### config.mk
export PLATFORM = sky130hd
export DESIGN_NAME = ahb_ap_cmd_enc
export DESIGN_NICKNAME = d
export VERILOG_FILES = /design/src/rtl/jtag_types_pkg.sv /design/src/rtl/ahb_ap_cmd_enc.sv
export SDC_FILE = /design/constraint.sdc
export NUM_CORES = 1
export LEC_CHECK = 0
export CAP_MARGIN = 20
export CELL_PAD_IN_SITES_DETAIL_PLACEMENT = 2
export CELL_PAD_IN_SITES_GLOBAL_PLACEMENT = 2
export CORE_ASPECT_RATIO = 0.5
export CORE_MARGIN = 8
export CORE_UTILIZATION = 22
export CTS_CLUSTER_DIAMETER = 40
export CTS_CLUSTER_SIZE = 28
export DETAILED_ROUTE_END_ITERATION = 8
export PLACE_DENSITY_LB_ADDON = 0.1
export SKIP_CTS_REPAIR_TIMING = 1
export SLEW_MARGIN = 15
export SYNTH_ARGS = -nofsm -noshare
export SYNTH_HDL_FRONTEND = slang
export SYNTH_SLANG_ARGS = --single-unit
### constraint.sdc
create_clock -name TCK -period 2.5 [get_ports TCK]
set_input_delay 0.25 -clock TCK [delete_from_list [all_inputs] [get_ports TCK]]
set_output_delay 0.25 -clock TCK [all_outputs]
set_load 0.01 [all_outputs]
### src/rtl/jtag_types_pkg.sv
// Shared types for the JTAG-side AHB access-point command encoder:
// command word layout, transfer size codes and encoder states.
package jtag_types_pkg;

    localparam int AP_DATA_W = 32;

    localparam logic REGSEL_ADDR = 1'b0;
    localparam logic REGSEL_DATA = 1'b1;

    typedef enum logic [1:0] {
        SZ_BYTE  = 2'b00,
        SZ_HALF  = 2'b01,
        SZ_HALF2 = 2'b10,
        SZ_WORD  = 2'b11
    } ap_size_t;

    // MSB-first: data/address in [40:9], then reg_select, size, len, r_or_w in [0]
    typedef struct packed {
        logic [AP_DATA_W-1:0] data;
        logic                 reg_select;
        ap_size_t             size;
        logic [4:0]           len;
        logic                 r_or_w;
    } ap_cmd_t;

    typedef enum logic [2:0] {
        ENC_IDLE,
        ENC_SEND_ADDR,
        ENC_SEND_DATA,
        ENC_COLLECT,
        ENC_DONE
    } enc_state_t;

endpackage

### src/rtl/ahb_ap_cmd_enc.sv
// Converts one host request into command words for fifo1 and, for reads,
// returns the beats popped from fifo2 to the DR capture logic.
//
// state     | meaning
// IDLE      | accepting a request
// SEND_ADDR | pushing the address word
// SEND_DATA | pushing len+1 write data words
// COLLECT   | forwarding len+1 read beats, watching for a stall
// DONE      | one-cycle completion pulse
module ahb_ap_cmd_enc
    import jtag_types_pkg::*;
#(
    parameter int DATA_W     = 32,
    parameter int CMD_W      = DATA_W + 9,
    parameter int RD_TIMEOUT = 1023
) (
    input  logic              TCK,
    input  logic              TRST,

    input  logic              req_valid,
    output logic              req_ready,
    input  logic              req_write,
    input  logic [DATA_W-1:0] req_addr,
    input  logic [1:0]        req_size,
    input  logic [4:0]        req_len,

    input  logic              wbeat_valid,
    output logic              wbeat_ready,
    input  logic [DATA_W-1:0] wbeat_data,

    output logic              resp_valid,
    input  logic              resp_ready,
    output logic [DATA_W-1:0] resp_data,
    output logic              resp_last,

    output logic [CMD_W-1:0]  wdata_fifo1,
    output logic              winc_fifo1,
    input  logic              wfull_fifo1,

    input  logic [DATA_W-1:0] rdata_fifo2,
    output logic              rinc_fifo2,
    input  logic              rempty_fifo2,

    output logic              busy,
    output logic              done,
    output logic              timeout_err
);

    localparam int TMO_W = (RD_TIMEOUT < 1) ? 1 : $clog2(RD_TIMEOUT + 1);
    localparam logic [TMO_W-1:0] TMO_LAST = TMO_W'(RD_TIMEOUT - 1);

    enc_state_t        state_q, state_d;
    logic              write_q, write_d;
    logic [DATA_W-1:0] addr_q,  addr_d;
    ap_size_t          size_q,  size_d;
    logic [4:0]        len_q,   len_d;
    logic [4:0]        cnt_q,   cnt_d;
    logic [TMO_W-1:0]  tmo_q,   tmo_d;
    logic              tflag_q, tflag_d;

    logic last_beat;
    logic push;
    logic pop;

    assign last_beat = (cnt_q == len_q);

    always_ff @(posedge TCK or negedge TRST) begin
        if (!TRST) begin
            state_q <= ENC_IDLE;
            write_q <= 1'b0;
            addr_q  <= '0;
            size_q  <= SZ_BYTE;
            len_q   <= '0;
            cnt_q   <= '0;
            tmo_q   <= '0;
            tflag_q <= 1'b0;
        end else begin
            state_q <= state_d;
            write_q <= write_d;
            addr_q  <= addr_d;
            size_q  <= size_d;
            len_q   <= len_d;
            cnt_q   <= cnt_d;
            tmo_q   <= tmo_d;
            tflag_q <= tflag_d;
        end
    end

    always_comb begin
        state_d     = state_q;
        write_d     = write_q;
        addr_d      = addr_q;
        size_d      = size_q;
        len_d       = len_q;
        cnt_d       = cnt_q;
        tmo_d       = '0;
        tflag_d     = tflag_q;
        push        = 1'b0;
        pop         = 1'b0;

        req_ready   = 1'b0;
        wbeat_ready = 1'b0;
        winc_fifo1  = 1'b0;
        wdata_fifo1 = '0;
        resp_valid  = 1'b0;
        resp_data   = '0;
        resp_last   = 1'b0;
        rinc_fifo2  = 1'b0;
        busy        = 1'b1;
        done        = 1'b0;
        timeout_err = 1'b0;

        case (state_q)
            ENC_IDLE: begin
                req_ready = 1'b1;
                busy      = 1'b0;
                tflag_d   = 1'b0;
                if (req_valid) begin
                    write_d = req_write;
                    addr_d  = req_addr;
                    size_d  = ap_size_t'(req_size);
                    len_d   = req_len;
                    cnt_d   = '0;
                    state_d = ENC_SEND_ADDR;
                end
            end

            ENC_SEND_ADDR: begin
                wdata_fifo1 = CMD_W'({addr_q, REGSEL_ADDR, size_q, len_q, write_q});
                push        = !wfull_fifo1;
                winc_fifo1  = push;
                if (push) begin
                    state_d = write_q ? ENC_SEND_DATA : ENC_COLLECT;
                end
            end

            ENC_SEND_DATA: begin
                wbeat_ready = !wfull_fifo1;
                wdata_fifo1 = CMD_W'({wbeat_data, REGSEL_DATA, size_q, len_q, 1'b1});
                push        = wbeat_valid && !wfull_fifo1;
                winc_fifo1  = push;
                if (push) begin
                    if (last_beat) begin
                        state_d = ENC_DONE;
                    end else begin
                        cnt_d = cnt_q + 5'd1;
                    end
                end
            end

            ENC_COLLECT: begin
                resp_valid = !rempty_fifo2;
                resp_data  = rdata_fifo2;
                resp_last  = !rempty_fifo2 && last_beat;
                pop        = !rempty_fifo2 && resp_ready;
                rinc_fifo2 = pop;
                // a pop on the final idle cycle still counts as progress
                if (pop) begin
                    if (last_beat) begin
                        state_d = ENC_DONE;
                    end else begin
                        cnt_d = cnt_q + 5'd1;
                    end
                end else if (tmo_q == TMO_LAST) begin
                    tflag_d = 1'b1;
                    state_d = ENC_DONE;
                end else begin
                    tmo_d = tmo_q + 1'b1;
                end
            end

            ENC_DONE: begin
                done        = 1'b1;
                timeout_err = tflag_q;
                state_d     = ENC_IDLE;
            end

            default: begin
                state_d = ENC_IDLE;
            end
        endcase
    end

endmodule

After elaboration in Yosys (flattened, before gate mapping)
Cells that the tools add are included.

Logic and storage cells: 65. Input port bits: 111. Register bits after elaboration: 59.

Reduce and logical (&&, ||, !) cells: 12. Mux-type cells: 30. Add/sub/neg operators: 2. Eq/ne operators: 13.

Operator list (number): $pmux W41 S2 (1); $mux W32 (1); $mux W10 (3); $mux W5 (4); $mux W3 (6); $pmux W5 S3 (1); $ne A2 B2 Y1 const B (6); $pmux W3 S4 (1); $mux W1 (11); $add A10 B1 Y10 const B (1); $eq A10 B10 Y1 const B (1); $reduce_and A4 Y1 (2); $eq A3 B2 Y1 const B (2); $add A5 B1 Y5 const B (1); $eq A5 B5 Y1 (1); $pmux W1 S2 (2); $eq A3 B1 Y1 const B (1); $eq A3 B3 Y1 const B (1); $logic_and A1 B1 Y1 (3); $logic_not A3 Y1 (1); $ne A3 B3 Y1 const B (1); $reduce_and A3 Y1 (1); $reduce_bool A3 Y1 (1); $logic_not A1 Y1 (2); other kinds (2) (2).

Logic depth before layout (Yosys ltp)
Gate-level depths: netlist of the first run.

Word-level depth: 4. Depth in mapped cells: 7.

Worst setup path before layout of the first run
OpenSTA, ideal clock, no wires.

Path kind: register -> output. Start: reg state_q[2]. End: out wbeat_ready. Cell stages (with the launch flop): 8. Arrival time: 1.413 ns. Path slack: 0.837 ns. Path through: dfrtp_1 > buf_2 > nor2b_1 > buf_2 > nor2b_1 > buf_4 > buf_4 > nor2b_1.

Longest elaborated chain between the ends: 2.

Ends and longest elaborated chain: start: declaration (RTL line ahb_ap_cmd_enc.sv:52) `enc_state_t state_q, state_d;`; start signal: assignment (RTL line ahb_ap_cmd_enc.sv:78) `state_q <= state_d;`; $eq A3 B2 Y1 (RTL line ahb_ap_cmd_enc.sv:113) `case (state_q)`; $mux W1 (RTL line ahb_ap_cmd_enc.sv:113); end: declaration (RTL line ahb_ap_cmd_enc.sv:28) `output logic wbeat_ready,`.

No other way between the ends.

Worst setup path in the final report of the first run
Start: reg state_q[1]. End: out wdata_fifo1[39].

Longest elaborated chain between the ends: 2. Elaborated cells between the ends (all ways): 3. Those cells by class: eq/ne (2); mux (1).

Ends and longest elaborated chain: $eq A3 B2 Y1 / $eq A3 B1 Y1 (equally long branches) (RTL line ahb_ap_cmd_enc.sv:113); $pmux W41 S2 (*) (RTL line ahb_ap_cmd_enc.sv:113); end: declaration (RTL line ahb_ap_cmd_enc.sv:36) `output logic [CMD_W-1:0] wdata_fifo1,`.

Mark *: on every way between the ends. The rest lies on a longest branch, timed or not.

==> reports/qor.csv, run 1 <==
metric,value,unit
final_cell_area,0.005829,mm2
yosysWarningCount,0,
portBuffers,192,
grt_pass1_wl,22160,um
overflow,0,
clkSlewWorstSetupHoldPaths,0.06,ns
use_met1,16.80,%
syn_area,0.003253,mm2
worst_ir_drop_vdd,389.3,uV
setup_slack,0.09475,ns
core-area,0.01447,mm2
seq_area_frac_synth,45.38,%
fin_cells,777,
path_class,reg -> out,
drtIter0Drc,155,
synth-seq-cells,59,
nNetsFinal,688,
worst_setup_path_start_kind,flip-flop,
first_pass_iters,5,
dp.cells,756,
antenna_found_initial,0,
numCtsBuffers,9,
vias,3464,
synth_cell_types,41,
holdWs,0.4487,ns
cts.path.max_buffers,2,
drv_slew,0,
critPathRequiredTime,2.25,ns
avgSynthCellArea,8.561,um2
fmaxAchievable,0.4158,GHz
dieArea,0.01917,mm2
worstMarginPinSlew,0.5540,ns
drc,0,
syn_inst,380,
nFillCells,1609,
finalCritPeriodShare,96.21,%
finalSetupViolations,0,
ys.flop_type,dfrtp_1,
io_pins,193,
drive_gt1_share,7.945,%
dieWidth,188.0,um
crit_fanout,23,
power_density,1145,mW/mm2
run_status,"finished, final reports clean",
cts_tree,built,
grt_pass1_vias,3962,
relSlewSlack,63.07,%
grt_use_total,14.37,%
die_y,102.0,um
grt_max_degree,46,
grtUsageMet2,25.48,%
power.leakage,2.697,nW
hp-class,in -> async,
gp_congestion,0.7344,
synthArstFlopShare,100.0,%
routed_wl,13910,um
yosysTopAreaCellShare,45.38,%
yosys-top-cells-area,"dfrtp_1, nand2_1, a22o_1",
placementRows,31,
grtUsageMet3,5.177,%
fin_util,40.29,%
h-tree-depth,3,
hpwl,10680,um
hold_violations,0,
endpoint_kind,primary output,
numClockSinks,59,
drtAntennaViolNets,0,
cts_root_buf,clkbuf_16,
cap_violations,0,
busiest_layer,met2,
cp.arrival,2.16,ns
diodes,0,
start_util,22.49,%
post_dp_cell_area,0.005446,mm2
syn2layout_area_growth,79.19,%
total_power,6.674,mW
tns,0,ns
wl_per_cell,17.90,um
yosysTopAreaCell,dfrtp_1,
period_minus_slack,2.405,ns
clock_latency,0.32,ns
synth_edf_count,0,
via_per_inst,4.458,
syn-num-nets,494,
fin_skew,0.006937,ns
dp_slack,0.3408,ns
-- flip-flops by register name, indices dropped and copies added, names as in the netlist --
register  count
size_q        2
state_q       3
tflag_q       1
len_q         5
cnt_q         5
addr_q       32
tmo_q        10
write_q       1
-- cell usage in the layout (no fill, tap or decap), types with 2 or more instances in the layout --
cell type,netlist,routed
xor2_1,10,10
a21oi_1,3,3
nand2b_1,5,5
dfrtp_1,59,58
o21ai_0,3,3
nand2_1,128,128
nor3b_1,2,2
and2_1,2,2
a22o_1,32,32
clkinv_4,0,2
nand3_1,7,7
xnor2_1,3,3
nor3_2,1,2
o22ai_1,2,2
mux2i_1,3,3
ha_1,3,3
nor2b_1,13,11
clkdlybuf4s50_1,0,188
inv_1,4,4
and4_1,2,2
buf_2,8,2
clkbuf_16,0,9
nor2_1,16,16
buf_6,0,2
a211oi_1,2,2
buf_4,7,9
dlymetal6s2s_1,0,3
clkinv_2,0,2
and3_1,33,33
nand4_1,3,3
buf_12,0,5
-- cells by family (layout without fill, tap and decap cells) --
group,after synthesis,after routing,share of synthesized area [%]
buf+inv,32,231,4.846
simple gates,220,220,31.65
fa+ha+maj,3,3,1.154
compound gates,50,50,12.54
xor+xnor,13,13,3.500
mux,3,3,0.9231
flops,59,59,45.38
-- synthesized netlist by cell type, types with 3 or more instances --
cell type	count
nand2_1	128
dfrtp_1	59
and3_1	33
a22o_1	32
nor2_1	16
nor2b_1	13
clkbuf_1	12
xor2_1	10
buf_2	8
buf_4	7
nand3_1	7
nand2b_1	5
inv_1	4
a21oi_1	3
ha_1	3
mux2i_1	3
nand4_1	3
o21ai_0	3
xnor2_1	3
-- worst paths after layout --
path                         startpoint         endpoint  slack, ns  depth (start not counted)
max                          state_q[1]  wdata_fifo1[39]       0.09                          6
min                                TRST        addr_q[9]       0.45                          2
max reg2reg                    tmo_q[2]         tmo_q[3]       0.82                          6
min reg2reg                   size_q[1]        size_q[1]       0.47                          2
max in group asynchronous          TRST       state_q[0]       1.40                          3
min in group TCK           req_addr[16]       addr_q[16]       0.46                          3
-- metal layers --
layer | vias to the layer above | part of all wire [%]
met4 | 0 | 0.86
met2 | 93 | 51
li1 | 1663 | -
met3 | 8 | 5.8
met5 | - | 0
met1 | 1700 | 42
-- worst max-delay path: stages, from the launching register on --
cell	delay [ns]
dfrtp_1	0.37
buf_4	0.19
nor3b_4	0.19
buf_4	0.17
buf_8	0.18
a22o_1	0.17
clkdlybuf4s50_1	0.56
-- power by group --
group / total, mW / internal [mW] / switching (mW)
Clock: 1.26 / 0.798 / 0.466
Sequential: 1.58 / 1.31 / 0.268
Combinational: 3.83 / 2.00 / 1.83
-- final cells by class --
type	instances	area, um2	share of cell area [%]
multi-input combinational	289	1640	28.14
clock buffer	10	239.0	4.100
timing repair buffer	211	2145	36.79
tap	198	247.7	4.250
sequential	59	1478	25.35
clock inverter	6	65.06	1.116
inverter	4	15.01	0.2576
Note: power is estimated with default switching activity, not from simulation.
==> inputs of run 2 (changes only) <==
--- a/config.mk
+++ b/config.mk
@@ -14,6 +14,7 @@
 export CTS_CLUSTER_DIAMETER = 40
 export CTS_CLUSTER_SIZE = 28
 export DETAILED_ROUTE_END_ITERATION = 8
+export GPL_TIMING_DRIVEN = 0
 export PLACE_DENSITY_LB_ADDON = 0.1
 export SKIP_CTS_REPAIR_TIMING = 1
 export SLEW_MARGIN = 15
==> run 2 against run 1 <==
- global-route usage is 0.36 points higher
- sequential share of layout area is 0.78 points lower
- clock skew is 0.00052 ns higher
- routed wire length is 4.3% higher
- critical endpoint is now resp_data[24]
==> reports/qor.csv, run 2 (synthesized netlist as in run 1, its figures left out) <==
metric,value,unit,change
critical_path.top_delay_family,buffers and inverters,,unchanged
fin_util,41.56,%,was 40.29%
p_int,4.171,mW,was 4.110 mW
fin_skew,0.007454,ns,was 0.006937 ns
numCtsBuffers,9,,unchanged
gp_congestion,0.7016,,was 0.7344
h-tree-depth,3,,unchanged
largest_register_ffs,32,,unchanged
worst_ir_drop_vdd,313.1,uV,was 389.3 uV
crit_fanout,10,,was 23
hp-class,in -> async,,unchanged
io_pins,193,,unchanged
start_util,22.49,%,unchanged
regMostFlops,addr_q,,unchanged
period_minus_slack,2.364,ns,was 2.405 ns
routed_wl,14510,um,was 13910 um
mostFrequentLayoutCell,clkdlybuf4s50_1,,unchanged
hold_violations,0,,unchanged
via_per_inst,4.442,,was 4.458
cts_root_buf,clkbuf_16,,unchanged
holdWs,0.3250,ns,was 0.4487 ns
drive_gt1_share,9.866,%,was 7.945%
clock_latency,0.32,ns,about the same
grt_pass1_vias,3985,,was 3962
switching_share,38.29,%,was 38.42%
grtUsageMet3,5.279,%,was 5.177%
dp_slack,-0.1680,ns,was 0.3408 ns
core-area,0.01447,mm2,unchanged
overflow,0,,unchanged
numClockSinks,59,,unchanged
cap_violations,0,,unchanged
largestRegisters,"addr_q x32, tmo_q x10",,unchanged
setup_slack,0.1362,ns,was 0.09475 ns
relSlewSlack,64.09,%,was 63.07%
fin_cells,796,,was 777
dieArea,0.01917,mm2,unchanged
drtIter0Drc,85,,was 155
power.leakage,3.394,nW,was 2.697 nW
grt_use_total,14.72,%,was 14.37%
grtUsageMet2,26.73,%,was 25.48%
cts.path.max_buffers,2,,unchanged
first_pass_iters,4,,was 5
dp.cells,771,,was 756
die_y,102.0,um,unchanged
power_density,1124,mW/mm2,was 1145 mW/mm2
cts_tree,built,,unchanged
critPathMaxStageDelay,0.56,ns,about the same
drc,0,,unchanged
worstMarginPinSlew,0.5386,ns,was 0.5540 ns
run_status,"finished, final reports clean",,unchanged
clkSlewWorstSetupHoldPaths,0.05,ns,was 0.06 ns
cp.arrival,2.11,ns,was 2.16 ns
hpwl,11360,um,was 10680 um
portBuffers,192,,unchanged
nNetsFinal,708,,was 688
critPathRequiredTime,2.25,ns,about the same
grt_pass1_wl,22460,um,was 22160 um
cp_num_buf_inv,4,,unchanged
endpoint_kind,primary output,,unchanged
path_cells,buf_2 > nor2b_2 > buf_4 > clkbuf_2 > and3_1 > clkdlybuf4s50_1,,was buf_4 > nor3b_4 > buf_4 > buf_8 > a22o_1 > clkdlybuf4s50_1
drtAntennaViolNets,0,,unchanged
rsz0062_at_grt,false,,
switchingPower,2.588,mW,was 2.564 mW
power_frac_comb,56.6,%,was 57.4%
grt_max_degree,47,,was 46
pwr-share-clk,20.1,%,was 18.9%
diodes,0,,unchanged
finalCritPeriodShare,94.55,%,was 96.21%
finalSetupViolations,0,,unchanged
path_class,reg -> out,,unchanged
worst_setup_path_start_kind,flip-flop,,unchanged
drv_slew,0,,unchanged
final_cell_mix,"clkdlybuf4s50_1, nand2_1, dfrtp_1",,unchanged
placementRows,31,,unchanged
cp_slowest_cell,clkdlybuf4s50_1,,unchanged
busiest_layer,met2,,unchanged
antenna_found_initial,0,,unchanged
pwr-share-seq,23.3,%,was 23.6%
syn2layout_area_growth,84.85,%,was 79.19%
fmaxAchievable,0.4230,GHz,was 0.4158 GHz
vias,3536,,was 3464
dieWidth,188.0,um,unchanged
wl_per_cell,18.22,um,was 17.90 um
use_met1,16.72,%,was 16.80%
==> run 2: final timing paths <==
kind,from,to,slack [ns],cells after the start
max,state_q[2],resp_data[24],0.14,6
min,TRST,addr_q[8],0.32,2
max reg2reg,state_q[2],addr_q[16],0.62,6
min reg2reg,addr_q[23],addr_q[23],0.48,2
max in group asynchronous,TRST,state_q[1],1.64,3
min in group TCK,req_addr[25],addr_q[25],0.45,3
==> run 2: layout make-up <==
type                            count  area, um2
Multi-Input combinational cell    289       1640
Buffer                             28      170.2
Clock inverter                      4      73.82
Timing Repair Buffer              203       2136
Inverter                            4      15.01
Clock buffer                       11      252.7
Tap cell                          198      247.7
Fill cell                        1588       8454
Sequential cell                    59       1478
==> run 2: layer usage <==
metal	vias to the layer above	wire, um
met5	-	0
met1	1736	6009
li1	1705	-
met2	87	7472
met3	8	934
met4	0	89
==> run 2: power by group through the flow <==
stage          clock network (mW)  registers [mW]  logic (mW)
6_report                     1.36            1.57        3.83
5_1_grt                      1.43            1.63        4.21
4_1_cts                      1.41            1.58        3.78
3_5_place_dp                    0            1.59        3.75
3_3_place_gp                    0            1.57        3.68
2_1_floorplan                   0            1.49        1.92
==> run 2: per-stage QoR <==
| step | area, um2 | power (mW) | setup TNS, ns |
|---|---|---|---|
| after floorplan | 3253 | 3.404 | 0 |
| after global placement | 5423 | 5.251 | -61.26 |
| after detailed placement | 5448 | 5.343 | -2.913 |
| after CTS | 5774 | 6.772 | -17.46 |
| after global routing | 6013 | 7.272 | 0 |
| final | 6013 | 6.759 | 0 |
==> inputs of run 3 (changes only) <==
--- a/config.mk
+++ b/config.mk
@@ -14,7 +14,7 @@
 export CTS_CLUSTER_DIAMETER = 40
 export CTS_CLUSTER_SIZE = 28
 export DETAILED_ROUTE_END_ITERATION = 8
-export GPL_TIMING_DRIVEN = 0
+export GPL_TIMING_DRIVEN = 1
 export PLACE_DENSITY_LB_ADDON = 0.1
 export SKIP_CTS_REPAIR_TIMING = 1
 export SLEW_MARGIN = 15
==> results of run 3 <==
No change in the layout: final DEF, timing and power equal those of run 1.
